[src/rtl/lock_pkg.sv]
// rtl/lock_pkg.sv - shared state encoding and constants for the lock controller
package lock_pkg;

  typedef enum logic [2:0] {
    ST_ENTRY    = 3'd0,
    ST_CHECK    = 3'd1,
    ST_START    = 3'd2,
    ST_BLINK    = 3'd3,
    ST_UNLOCKED = 3'd4,
    ST_LOCKOUT  = 3'd5
  } lock_state_e;

  localparam logic BLINK_OK   = 1'b1;
  localparam logic BLINK_FAIL = 1'b0;

  localparam logic [3:0] DIGIT_MIN = 4'd1;
  localparam logic [3:0] DIGIT_MAX = 4'd9;

  function automatic logic is_valid_digit(input logic [3:0] d);
    return (d >= DIGIT_MIN) && (d <= DIGIT_MAX);
  endfunction

endpackage

[src/rtl/lock_controller_if.sv]
// rtl/lock_controller_if.sv - keypad input and blinker handshake bundle
interface lock_controller_if;
  logic [3:0] button;
  logic       bstate;
  logic       done_blinking;
  logic       start_blinking;
  logic       blinkType;

  modport master (
    output button, bstate, done_blinking,
    input  start_blinking, blinkType
  );

  modport slave (
    input  button, bstate, done_blinking,
    output start_blinking, blinkType
  );
endinterface

[src/rtl/key_event_sync.sv]
// rtl/key_event_sync.sv - synchronizes keypad signals and flags valid key releases
module key_event_sync
  import lock_pkg::*;
(
  input  logic       clk,
  input  logic       rst_n,
  input  logic [3:0] button,
  input  logic       bstate,
  output logic       key_valid,
  output logic [3:0] key_digit
);

  logic [1:0] bstate_sync;
  logic       bstate_d;
  logic [3:0] button_s1;
  logic [3:0] button_s2;
  logic [3:0] button_d;

  always_ff @(posedge clk or negedge rst_n) begin
    if (!rst_n) begin
      bstate_sync <= 2'b00;
      bstate_d    <= 1'b0;
      button_s1   <= 4'd0;
      button_s2   <= 4'd0;
      button_d    <= 4'd0;
    end else begin
      bstate_sync <= {bstate_sync[0], bstate};
      bstate_d    <= bstate_sync[1];
      button_s1   <= button;
      button_s2   <= button_s1;
      button_d    <= button_s2;
    end
  end

  // button_d is the key value from the last cycle the key was still held
  assign key_digit = button_d;
  assign key_valid = bstate_d & ~bstate_sync[1] & is_valid_digit(button_d);

endmodule

[src/rtl/lock_controller.sv]
// rtl/lock_controller.sv - code entry, verification, reprogramming and lockout FSM
module lock_controller
  import lock_pkg::*;
#(
  parameter int          CODE_LEN       = 4,
  parameter logic [31:0] DEFAULT_CODE   = 32'h0000_1234,
  parameter int          MAX_FAILS      = 3,
  parameter logic [23:0] LOCKOUT_CYCLES = 24'd12_000_000
) (
  input  logic              hwclk,
  input  logic              rst_n,
  lock_controller_if.slave  bus,
  output logic              unlocked,
  output logic              locked_out,
  output logic [3:0]        digit_count,
  output logic [3:0]        fail_count
);

  localparam int W = 4 * CODE_LEN;

  lock_state_e state;
  logic [W-1:0] entry;
  logic [W-1:0] code;
  logic [W-1:0] entry_shift;
  logic [23:0]  lock_cnt;
  logic         done_prev;
  logic         reprogram;
  logic         start_q;
  logic         blink_q;
  logic         key_valid;
  logic [3:0]   key_digit;
  logic         last_digit;
  logic         done_rise;

  key_event_sync u_sync (
    .clk       (hwclk),
    .rst_n     (rst_n),
    .button    (bus.button),
    .bstate    (bus.bstate),
    .key_valid (key_valid),
    .key_digit (key_digit)
  );

  if (CODE_LEN == 1) begin : g_shift_one
    assign entry_shift = key_digit;
  end else begin : g_shift_multi
    assign entry_shift = {entry[W-5:0], key_digit};
  end

  assign last_digit         = (digit_count == 4'(CODE_LEN - 1));
  assign done_rise          = bus.done_blinking & ~done_prev;
  assign bus.start_blinking = start_q;
  assign bus.blinkType      = blink_q;

  always_ff @(posedge hwclk or negedge rst_n) begin
    if (!rst_n) begin
      state       <= ST_ENTRY;
      entry       <= '0;
      code        <= DEFAULT_CODE[W-1:0];
      lock_cnt    <= 24'd0;
      done_prev   <= 1'b0;
      reprogram   <= 1'b0;
      start_q     <= 1'b0;
      blink_q     <= 1'b0;
      unlocked    <= 1'b0;
      locked_out  <= 1'b0;
      digit_count <= 4'd0;
      fail_count  <= 4'd0;
    end else begin
      done_prev <= bus.done_blinking;
      start_q   <= 1'b0;
      case (state)
        ST_ENTRY: begin
          if (key_valid) begin
            entry       <= entry_shift;
            digit_count <= digit_count + 4'd1;
            if (last_digit) state <= ST_CHECK;
          end
        end
        ST_CHECK: begin
          if (entry == code) begin
            fail_count <= 4'd0;
            blink_q    <= BLINK_OK;
          end else begin
            if (fail_count != 4'hF) fail_count <= fail_count + 4'd1;
            blink_q <= BLINK_FAIL;
          end
          digit_count <= 4'd0;
          entry       <= '0;
          state       <= ST_START;
        end
        ST_START: begin
          if (bus.done_blinking) begin
            start_q <= 1'b1;
            state   <= ST_BLINK;
          end
        end
        ST_BLINK: begin
          // done_prev is still high from START, so only a fresh 0->1 completes the blink
          if (done_rise) begin
            if (reprogram) begin
              reprogram <= 1'b0;
              state     <= ST_ENTRY;
            end else if (blink_q == BLINK_OK) begin
              unlocked <= 1'b1;
              state    <= ST_UNLOCKED;
            end else if (fail_count >= 4'(MAX_FAILS)) begin
              locked_out <= 1'b1;
              lock_cnt   <= LOCKOUT_CYCLES;
              state      <= ST_LOCKOUT;
            end else begin
              state <= ST_ENTRY;
            end
          end
        end
        ST_UNLOCKED: begin
          if (key_valid) begin
            if (last_digit) begin
              code        <= entry_shift;
              entry       <= '0;
              digit_count <= 4'd0;
              unlocked    <= 1'b0;
              blink_q     <= BLINK_OK;
              reprogram   <= 1'b1;
              state       <= ST_START;
            end else begin
              entry       <= entry_shift;
              digit_count <= digit_count + 4'd1;
            end
          end
        end
        ST_LOCKOUT: begin
          if (lock_cnt == 24'd0) begin
            locked_out <= 1'b0;
            fail_count <= 4'd0;
            state      <= ST_ENTRY;
          end else begin
            lock_cnt <= lock_cnt - 24'd1;
          end
        end
        default: state <= ST_ENTRY;
      endcase
    end
  end

endmodule

[src/flat_wrapper.sv]
// flat-port wrapper written by rule: the top's interface ports become plain ports
module lock_controller_flat import lock_pkg::*;
#(
  parameter int          CODE_LEN       = 4,
  parameter logic [31:0] DEFAULT_CODE   = 32'h0000_1234,
  parameter int          MAX_FAILS      = 3,
  parameter logic [23:0] LOCKOUT_CYCLES = 24'd12_000_000
)
  (hwclk, rst_n, unlocked, locked_out, digit_count, fail_count, bus_button, bus_bstate, bus_done_blinking, bus_start_blinking, bus_blinkType);
  lock_controller_if bus_i ();
  input  logic hwclk;
  input  logic rst_n;
  output logic unlocked;
  output logic locked_out;
  output logic [3:0] digit_count;
  output logic [3:0] fail_count;
  input wire logic [$bits(bus_i.button)-1:0] bus_button;
  input wire logic [$bits(bus_i.bstate)-1:0] bus_bstate;
  input wire logic [$bits(bus_i.done_blinking)-1:0] bus_done_blinking;
  output wire logic [$bits(bus_i.start_blinking)-1:0] bus_start_blinking;
  output wire logic [$bits(bus_i.blinkType)-1:0] bus_blinkType;
  assign bus_i.button = bus_button;
  assign bus_i.bstate = bus_bstate;
  assign bus_i.done_blinking = bus_done_blinking;
  assign bus_start_blinking = bus_i.start_blinking;
  assign bus_blinkType = bus_i.blinkType;
  lock_controller #(.CODE_LEN(CODE_LEN), .DEFAULT_CODE(DEFAULT_CODE), .MAX_FAILS(MAX_FAILS), .LOCKOUT_CYCLES(LOCKOUT_CYCLES)) u_core (.hwclk(hwclk), .rst_n(rst_n), .bus(bus_i), .unlocked(unlocked), .locked_out(locked_out), .digit_count(digit_count), .fail_count(fail_count));
endmodule
[config.mk]
export PLATFORM = sky130hd
export DESIGN_NAME = lock_controller_flat
export DESIGN_NICKNAME = d
export VERILOG_FILES = /design/src/rtl/lock_pkg.sv /design/src/rtl/lock_controller_if.sv /design/src/rtl/key_event_sync.sv /design/src/rtl/lock_controller.sv /design/src/flat_wrapper.sv
export SDC_FILE = /design/constraint.sdc
export NUM_CORES = 1
export LEC_CHECK = 0
export CAP_MARGIN = 20
export CORE_MARGIN = 3
export CORE_UTILIZATION = 40
export CTS_CLUSTER_DIAMETER = 200
export DETAILED_ROUTE_END_ITERATION = 10
export PLACE_DENSITY = 0.63
export RECOVER_POWER = 25
export SLEW_MARGIN = 20
export SYNTH_ARGS = -nofsm -noshare
export SYNTH_HDL_FRONTEND = slang
export SYNTH_HIERARCHICAL = 1
export SYNTH_SLANG_ARGS = --single-unit
export TNS_END_PERCENT = 50
[constraint.sdc]
create_clock -name hwclk -period 3.6 [get_ports hwclk]
set_input_delay 0.72 -clock hwclk [delete_from_list [all_inputs] [get_ports hwclk]]
set_output_delay 0.72 -clock hwclk [all_outputs]
set_load 0.05 [all_outputs]
==> metrics <==
Post-Route WL=8430 um; placed cells=527; startpoint types=input port; TritonCTS clock tree=yes; warnings from Yosys=6; PortBufs=19; die area=11600 um2; Yosys cell types=58; number of diodes=0; Post-synth top flop=dfrtp_1; io pins=20; outcome=finished, final reports clean; Setup WS pre-CTS=0.768 ns; largest area contributor in the netlist=dfrtp_1; Synth area leaders=dfrtp_1 (50%), nand2_1 (4.8%), xnor2_1 (4.5%); post-CTS sizing=0; number of global-route vias before repair=2762; most common cell after layout, fill and taps aside=dfrtp_1; initial antenna violation count=0; total negative slack=0 ns; most frequent cells in the layout=dfrtp_1 (83), nand2_1 (53), o21ai_0 (24), xnor2_1 (21), mux2_2 (16); pin slew with the least headroom to its limit=1.46 ns; hold crit path type=reg2reg; crit path from=bus_done_blinking; CP Class=in2reg; core region area=9910 um2; layout cell share with drive strength beyond 1=0.124; CP max FO=18; Synth Instances=385; initial DRC count=138; Max Clk Rate=0.395 GHz; fill count=954; first-pass GRT wire length=14000 um; VDD IR max=0.000242 V; Final Instance Area=4640 um2; depth of the CTS H-tree=3; Initial Utilization=0.416; Mapped Area=4120 um2; R2R depth=5; final hold slack=0.352 ns; post-synth net total=397; final max-slew violation count=0; Die W=108 um; fin crit share=0.703; Area Growth Syn to Fin=12.7%; clk slew on worst S/H paths=0.09 ns; setup violators final=0; clk sinks=88; GRT Residual Overflow=0; worst skew pair latency=0.36 ns; Crit Reg-Reg Startpoint=u_core/lock_cnt[5]; sequential-to-total area share from yosys stat=0.536; Placer Congestion=0.809; DP HPWL=5640 um; Vias=2937; Nets=417; Post CTS Setup Buffer Count=0; syn_area_per_cell=10.7 um2; Post-DP Area=4450 um2; crit end category=register; Final Hold Fails=0; Final ANT Viol Nets=0; maximum buffer depth of the clock tree=2; share of the synthesized area in the top cell type=0.504; worst endpoint required time=3.82 ns; R2R Path End=u_core/lock_cnt[23]; Worst setup endpoint=u_core/lock_cnt[4]; drt pass-1 iters=4; Die Ht=108 um; GRT Util Overall=0.152; RSZ-0062 raised after global routing=no; min Tclk post-route=2.53 ns; Vias/cell=5.41; drt drc=0; Synth Register Bits=88; Slew HR=0.0295; worst setup margin=1.07 ns; skew final=0.00635 ns; WP data arrival=2.75 ns; routed len/inst=15.5 um; Rows=36; reg-to-reg slack, setup=1.14 ns; largest net degree at the start of global routing=60; Post-CTS Hold Fix Bufs=0; Max-Cap Viols=0; Root Buffer=clkbuf_8; number of flops mapped to enable cells by yosys=0; Non-Filler Instances=543; PD cells=710 nW/um2; P_leak=1.85 nW; async set or reset register ratio after synthesis=1.00; CTS Buf Count=9
layout make-up:
cell class	instances	area, um2	area share
clock inverter	6	67.6	0.0145
sequential	88	2210	0.475
inverter	4	15.0	0.00323
multi-input combinational	277	1830	0.394
timing repair buffer	25	230	0.0496
clock buffer	10	128	0.0275
tap	133	166	0.0358
metal layers:
layer | up-vias | GRT usage | routed length [um]
li1 | 1451 | - | -
met1 | 1441 | 0.218 | 4130
met2 | 38 | 0.232 | 3930
met3 | 7 | 0.0228 | 287
met4 | 0 | 0.0595 | 87
met5 | - | 0 | 0
state kept, by name, indices dropped and copies added, names as in the netlist, 2 cells and up:
register,count
u_core/entry,16
u_core/lock_cnt,24
u_core/u_sync/button_s2,4
u_core/code,16
u_core/fail_count,4
u_core/digit_count,4
u_core/u_sync/bstate_sync,2
u_core/state,3
u_core/u_sync/button_s1,4
u_core/u_sync/key_digit,4
critical path: stages:
cell and delay, ns:
dlygate4sd3_1 0.57, nor2b_1 0.17, nand3_1 0.15, or4_1 0.77, o311ai_0 0.23, o41ai_1 0.13
cells by family after synthesis:
logic type,after synthesis,share of synthesized area
xor gates and xnor gates,22,0.0468
and+or+nand+nor,156,0.209
muxes,20,0.0540
AOI/OAI and AO/OA,75,0.122
buffers and inverters,20,0.0203
adders and majority gates,4,0.0121
DFF,88,0.536
worst min-delay path by stage:
stage,startpoint,end,slack (ns),depth (start not counted)
final,u_core/u_sync/button_s2[2],u_core/u_sync/key_digit[2],0.35,0
after global routing,u_core/u_sync/bstate_sync[0],u_core/u_sync/bstate_sync[1],0.36,0
after CTS,u_core/u_sync/button_s1[1],u_core/u_sync/button_s2[1],0.36,0
after detailed placement,u_core/u_sync/bstate_sync[0],u_core/u_sync/bstate_sync[1],0.34,0
after global placement,u_core/u_sync/button_s2[2],u_core/u_sync/key_digit[2],0.34,0
after floorplan,u_core/u_sync/bstate_sync[0],u_core/u_sync/bstate_sync[1],0.33,0
where the power goes:
| group | internal [mW] | switching [mW] | leakage, nW |
|---|---|---|---|
| Clock | 0.325 | 0.358 | 0.0933 |
| Combinational | 0.443 | 0.693 | 0.691 |
| Sequential | 1.20 | 0.277 | 1.07 |
| Total | 1.97 | 1.33 | 1.85 |
synth_stat cells (6+ instances only):
cell	instances
a21oi_1	9
nand4_1	6
o31ai_1	7
nor2_1	13
nor3_1	13
or4_1	12
mux2_2	16
xnor2_1	21
o21ai_0	25
nor4_1	8
dfrtp_1	83
or3_1	9
nand3_1	12
clkbuf_1	14
nand2_1	53
per-stage QoR:
| stage | util | total power [mW] |
|---|---|---|
| final | 0.469 | 3.30 |
| after global routing | 0.469 | 3.51 |
| after CTS | 0.469 | 3.33 |
| after detailed placement | 0.449 | 2.64 |
| after global placement | 0.449 | 2.61 |
| after floorplan | - | 2.28 |
Note: power is estimated with default switching activity, not from simulation.
